--- src/rtl/ofifo_drain_ctrl.sv ---
// Drains the column output FIFO bank into the psum SRAM, one row per write, linear addresses from base.
// Latency: a row is written RD_LAT cycles after its ofifo_rd; done pulses the cycle after the last write.
// Backpressure: reads wait on ofifo_valid (at most 1 read per 2 cycles); the SRAM side never stalls.
// Optional: define OFIFO_DRAIN_PERF_EN to add the stall_cnt output (DRAIN cycles with ofifo_valid low).
module ofifo_drain_ctrl #(
    parameter int ADDR_W = 11,
    parameter int CNT_W  = 11,
    parameter int RD_LAT = 2
) (
    input  logic              clk,
    input  logic              reset,
    input  logic              start,
    input  logic [CNT_W-1:0]  num_rows,
    input  logic [ADDR_W-1:0] base_addr,
    input  logic              ofifo_valid,
    input  logic              ofifo_full,
    output logic              ofifo_rd,
    output logic              mem_cen,
    output logic              mem_wen,
    output logic [ADDR_W-1:0] mem_addr,
    output logic              busy,
    output logic              done,
`ifdef OFIFO_DRAIN_PERF_EN
    output logic              full_seen,
    output logic [31:0]       stall_cnt
`else
    output logic              full_seen
`endif
);

    typedef enum logic [1:0] {
        IDLE  = 2'd0,
        DRAIN = 2'd1,
        FLUSH = 2'd2,
        DONE  = 2'd3
    } state_t;

    state_t            state, state_nxt;
    logic [CNT_W-1:0]  nrows_q;
    logic [ADDR_W-1:0] base_q;
    logic [CNT_W-1:0]  issued;
    logic [CNT_W-1:0]  written;
    logic [ADDR_W-1:0] addr_hold;
    logic [RD_LAT-1:0] pipe, pipe_nxt;
    logic              start_acc;
    logic              wr_fire;
    logic [ADDR_W-1:0] wr_addr;

    // A start only counts when the controller is idle; busy/DONE starts are dropped.
    assign start_acc = (state == IDLE) && start;
    // The oldest in-flight flag marks the cycle the row sits on the ofifo output.
    assign wr_fire   = pipe[RD_LAT-1];
    // Address arithmetic wraps naturally at ADDR_W bits.
    assign wr_addr   = base_q + ADDR_W'(written);

    // In-flight shift: newest read enters stage 0, oldest falls out of the top stage.
    always_comb begin
        pipe_nxt    = '0;
        pipe_nxt[0] = ofifo_rd;
        for (int i = 1; i < RD_LAT; i++) begin
            pipe_nxt[i] = pipe[i-1];
        end
    end

    // State register.
    always_ff @(posedge clk or posedge reset) begin
        if (reset) begin
            state <= IDLE;
        end else begin
            state <= state_nxt;
        end
    end

    // Next-state logic.
    always_comb begin
        state_nxt = state;
        case (state)
            IDLE: begin
                if (start) begin
                    state_nxt = (num_rows == '0) ? DONE : DRAIN;
                end
            end
            DRAIN: begin
                if (ofifo_rd && (issued + CNT_W'(1) == nrows_q)) begin
                    state_nxt = FLUSH;
                end
            end
            FLUSH: begin
                if (pipe_nxt == '0) begin
                    state_nxt = DONE;
                end
            end
            default: begin
                state_nxt = IDLE;
            end
        endcase
    end

    // Outputs: reads never back-to-back (pipe[0] is last cycle's read), since o_valid lags a pop.
    always_comb begin
        ofifo_rd = (state == DRAIN) && ofifo_valid && (issued < nrows_q) && !pipe[0];
        busy     = (state == DRAIN) || (state == FLUSH);
        done     = (state == DONE);
        mem_cen  = !wr_fire;
        mem_wen  = !wr_fire;
        mem_addr = wr_fire ? wr_addr : addr_hold;
    end

    // Datapath: capture job on start, count issued/written rows, hold last address, sticky full flag.
    always_ff @(posedge clk or posedge reset) begin
        if (reset) begin
            nrows_q   <= '0;
            base_q    <= '0;
            issued    <= '0;
            written   <= '0;
            addr_hold <= '0;
            pipe      <= '0;
            full_seen <= 1'b0;
        end else begin
            pipe <= pipe_nxt;
            if (start_acc) begin
                nrows_q   <= num_rows;
                base_q    <= base_addr;
                issued    <= '0;
                written   <= '0;
                full_seen <= 1'b0;
            end else begin
                if (ofifo_rd) begin
                    issued <= issued + CNT_W'(1);
                end
                if (wr_fire) begin
                    written   <= written + CNT_W'(1);
                    addr_hold <= wr_addr;
                end
                if (busy && ofifo_full) begin
                    full_seen <= 1'b1;
                end
            end
        end
    end

`ifdef OFIFO_DRAIN_PERF_EN
    // Saturating count of DRAIN cycles spent waiting on an empty ofifo.
    always_ff @(posedge clk or posedge reset) begin
        if (reset) begin
            stall_cnt <= '0;
        end else if (start_acc) begin
            stall_cnt <= '0;
        end else if ((state == DRAIN) && !ofifo_valid && (stall_cnt != 32'hFFFF_FFFF)) begin
            stall_cnt <= stall_cnt + 32'd1;
        end
    end
`endif

endmodule
--- config.mk ---
export PLATFORM = sky130hd
export DESIGN_NAME = ofifo_drain_ctrl
export DESIGN_NICKNAME = d
export VERILOG_FILES = /design/src/rtl/ofifo_drain_ctrl.sv
export SDC_FILE = /design/constraint.sdc
export NUM_CORES = 1
export LEC_CHECK = 0
export ABC_CLOCK_PERIOD_IN_PS = 7510
export BUFFER_PORTS_ARGS = -buffer_cell sky130_fd_sc_hd__buf_4
export CORE_ASPECT_RATIO = 1.1
export CORE_MARGIN = 3
export CORE_UTILIZATION = 30
export DETAILED_ROUTE_END_ITERATION = 8
export PLACE_DENSITY = 0.5
export SYNTH_ARGS = -nofsm -noshare
export SYNTH_HDL_FRONTEND = slang
export SYNTH_SLANG_ARGS = --single-unit
--- constraint.sdc ---
create_clock -name clk -period 7.51 [get_ports clk]
set_input_delay 0.751 -clock clk [delete_from_list [all_inputs] [get_ports clk]]
set_output_delay 0.751 -clock clk [all_outputs]
set_load 0.05 [all_outputs]
# Word-level counts from Yosys, hierarchy flattened
# Index checks and enable logic that the tools add are counted.
# totals
register_bits,60
in_bits,27
out_inout_bits,17
word_cells,47
# op_classes
add_sub_neg,3
magnitude_cmp,1
n_eq_ne,7
n_mux,12
n_reduce_logical,16
# op_table
cell,count
2-to-1 mux 11 bit,5
adder 11 x 1 -> 11 bit (second input constant),2
adder 11 bit,1
== test 11 bit,1
logical NOT 11 bit,1
< comparator 11 bit,1
2-to-1 mux 2 bit,4
logical AND 1 bit,6
!= test 2 bit (second input constant),3
one-hot mux 2 bit (3 select lines),1
nonzero test 2 bit,3
== test 2 bit (second input constant),2
logical NOT 2 bit,2
AND reduction 3 bit,1
== test 2 x 1 -> 1 bit (second input constant),1
logical NOT 1 bit,2
2-to-1 mux 1 bit,2
logical OR 1 bit,1

# Logic depth before layout (Yosys ltp)
# logic_depth
ltp_word,7
ltp_mapped,10
mapped_depth_nobuf,10

# Worst setup path before layout
# Ideal clock, no wire load.
# synth_timing
path_kind,register to output
startpoint,register written[0]
endpoint,output mem_addr[8]
t_arrival_ps,2487
required_time_ps,6759
path_slack_ps,4272
path_stages_with_launch,10
path_buffers,0
path_cell_list,dfrtp_1 -> ha_1 -> inv_1 -> fa_1 -> nor2b_1 -> o21ai_0 -> a21oi_1 -> o21ai_0 -> xor2_1 -> a21oi_1
# synth_between
elab_chain_len,2
# synth_rtl
item,line,rtl
start: declaration,42,logic [CNT_W-1:0] written;
start signal: assignment,132,written <= written + CNT_W'(1);
adder 11 bit,54,assign wr_addr = base_q + ADDR_W'(written);
2-to-1 mux 11 bit,--,
end: declaration,20,"output logic [ADDR_W-1:0] mem_addr,"
# Every way passes these cells.

# Final worst setup path
# layout_timing
startpoint,register written[0]
endpoint,output mem_addr[10]
# The elaborated chain is that of the path after synthesis.

==> results.md <==
- Status: completed
- Mux share of post-synthesis cell area: 5.57%
- First drt pass iteration count: 4
- Lkg Pwr: slightly above 2 nW
- Remaining global-route overflow: 0
- Relative slew slack: just under 30%
- CP endpoint kind: primary output
- Clk network pwr share: approximately 28%
- Hold WC Path Type: reg -> reg
- Post-synth top area cell: dfrtp_1
- Max frequency: approximately 0.28 GHz
- Worst Hold Launch: pipe[0]$_DFF_PP0_
- Post-DP Area: 4140 µm²
- Final Hold Viols: 0
- XOR/XNOR share of the synthesized area: a little under a tenth
- Crit path DAT: 2.78 ns
- Vias in the first global route: 2,799
- Ys Warns: 0
- CTS resizes: 0
- Drt via density: 4.86
- Final period util: 47.0%
- Die W: 112 µm
- RePlAce Congestion: approximately 0.82
- Die height: 122 µm
- # setup viols final: 0
- Max Fanout on Critical Path: 4
- Synth cell types: 52
- Switching part of the total: between 30% and 40%
- Core Footprint: approximately 12,000 µm²
- Net Switching: 527 µW
- Final std cells w/o fill: 601
- Root buffer cell: clkbuf_16
- DRC: 0
- Post-synthesis compound-gate area fraction: 10.8%
- Ys flop type: dfrtp_1
- Area of the multi-input gates: a little over 2000 µm²
- R2R Setup Slk: 4.83 ns
- I/O Buffers: 43
- Initial antenna violation count: 0
- Design area: 4420 µm²
- CTS tree: done
- Row count: 41
- Synth async-reset ratio: 100%
- First-pass GRT wire length: approximately 14,000 µm
- IO Pins: 44
- Hold Path End: pipe[1]$_DFF_PP0_
- # diodes: 0
- Syn nets: 463
- Overall power: between 1 and 1.5 mW
- DR iter-0 viols: 197
- Gr usage total: between 10% and 20%
- P&R area growth vs syn: 19.8%
- Worst Hold Path Cells: 0
- Synth top area cells: dfrtp_1 41%, ha_1 9.5%, nand2_1 6.9%
- Worst VDD drop: ~160 µV
- Max Cap Viol: 0
- Largest family of logic cells by synthesized area: simple AND/OR/NAND/NOR gates
- Slew Viols, Final: 0
- Fillers: 1,184
- Path depth of the worst reg2reg path: 8
- Internal: between 800 and 900 µW
- Fraction of layout instances using a drive strength above 1: 17.7%
- Post-CTS setup buffer count: 0
- Placed Instances: 586
- PD cells: 309 nW/µm²
- Cell area after synthesis: between 3000 and 4000 µm²
- Post-synthesis simple-gate area fraction: roughly 19%
- Number of enable flip-flop cells after synthesis: 0
- DR WL/cell: 14.1 µm
- Clk pin slew, worst setup/hold paths: around 0.05 ns
- CTS Hold Buffers Added: 0
- Hpwl dp: 6100 µm
- TritonCTS Sinks: 60
- Final min period: roughly 3.5 ns
- Drt total wl: 8480 µm
- Worst-Margin Slew: between 1 and 1.5 ns
- Mean Syn Cell Area: 9.06 µm²
- Final ANT Viol Nets: 0
- Die area: 13,700 µm²
- Adder-cell share of the synthesized area: between 10% and 20%
- Clock Latency Late Sink: 0.33 ns
- Initial cell density of the core: 31.4%
- RSZ-0062 raised after global routing: false
- Most frequent cells in the layout: 68 x nand2_1, 60 x dfrtp_1, 45 x buf_4
- Seq pwr share: 35.1%
- CTS Buf Count: 9
- Clock Skew: 0.00835 ns
- Register area share after synthesis: between 40 and 50%
- Reg2reg start: issued[0]$_DFFE_PP0P_
- Syn Inst Count: 407
- Commonest non-fill, non-tap cell in the layout: nand2_1
- Routed via count: 2,921
- Final Net Count: 503
- Reg area: about 1500 µm²
- Crit Path Category: reg -> out
- Clock Tree Buf Depth: 2
- Crit start category: register
- Setup_tns: 0 ns
- # H-tree levels: 3
- Critical path required time: 6.76 ns
- Reg2reg end: state[1]$_DFFE_PP0P_
- Seq cells post-synth: 60
- Combinational group share of total power: a little under two fifths
- Largest net degree at the start of global routing: 61
- Share of the synthesized area in the top cell type: 40.7%
[metrics by stage]
step,util [%],setup WS [ns],hold slack [ns]
after floorplan,-,4.27,0.374
after global placement,35.2,4.40,0.439
after detailed placement,35.2,4.34,0.435
after CTS,37.6,3.97,0.449
after global routing,37.6,3.79,0.465
final,37.6,3.98,0.431
[worst max-delay path: stages, from the launching register on]
cell	delay, ns
dfrtp_1	0.40
ha_1	0.20
inv_1	0.06
fa_1	0.40
nor2b_1	0.13
o21ai_0	0.11
a21oi_1	0.28
o211a_1	0.19
o21ai_0	0.09
nor3b_1	0.16
o31a_1	0.25
buf_4	0.19
[cell families (layout without fill, tap and decap cells)]
logic type / after synthesis / count (layout)
buf+inv: 38 / 82
mux: 18 / 18
fa+ha+maj: 29 / 29
xor+xnor: 39 / 39
compound gates: 65 / 65
flops: 60 / 60
simple gates: 158 / 158
[flip-flops by register name (all words and copies together), names as in the netlist]
signal,flops
base_q,11
written,11
addr_hold,11
issued,11
nrows_q,11
full_seen,1
pipe,2
state,2
[metal layers]
metal	track usage (%)	wire (µm)	vias up
met1	17.5	4140	1387
met2	20.5	3900	57
met4	6.01	112	0
li1	-	-	1468
met3	2.81	334	9
met5	0	0	-
[worst max-delay path by stage]
| stage | startpoint | end | cells after the start |
|---|---|---|---|
| floorplan | written[0]$_DFFE_PP0P_ | mem_addr[8] | 9 |
| global placement | written[0]$_DFFE_PP0P_ | mem_addr[10] | 11 |
| detailed placement | written[0]$_DFFE_PP0P_ | mem_addr[10] | 11 |
| CTS | written[0]$_DFFE_PP0P_ | mem_addr[10] | 11 |
| global route | written[0]$_DFFE_PP0P_ | mem_addr[10] | 11 |
| finish | written[0]$_DFFE_PP0P_ | mem_addr[10] | 11 |
[layout make-up]
cell class	instances	area share, %
Sequential cell	60	34.0
Inverter	22	1.87
Tap cell	150	4.25
Timing Repair Buffer	45	7.65
Multi-Input combinational cell	309	45.9
Clock inverter	4	0.567
Clock buffer	11	5.72
[power groups by stage]
stage | combinational [mW] | clock [mW] | sequential [mW]
2_1_floorplan | 0.413 | 0 | 0.447
3_5_place_dp | 0.507 | 0 | 0.485
6_report | 0.501 | 0.384 | 0.478
3_3_place_gp | 0.504 | 0 | 0.480
4_1_cts | 0.510 | 0.396 | 0.479
5_1_grt | 0.557 | 0.412 | 0.494
[Yosys cell counts, drive strengths merged, types with 2 or more instances]
master / instances
and3: 2
nor3: 5
nand3: 9
mux2i: 4
nor2: 43
ha: 28
nor2b: 2
nor4: 2
nand4: 10
xor2: 17
a21o: 2
o41ai: 2
and2: 3
nand2: 68
clkbuf: 11
mux2: 14
a31oi: 2
or3: 3
and4: 2
nand2b: 3
inv: 22
a21oi: 13
buf: 5
a211oi: 2
xnor2: 22
dfrtp: 60
o21ai: 32
No activity file was read; power rests on OpenSTA's default activity.
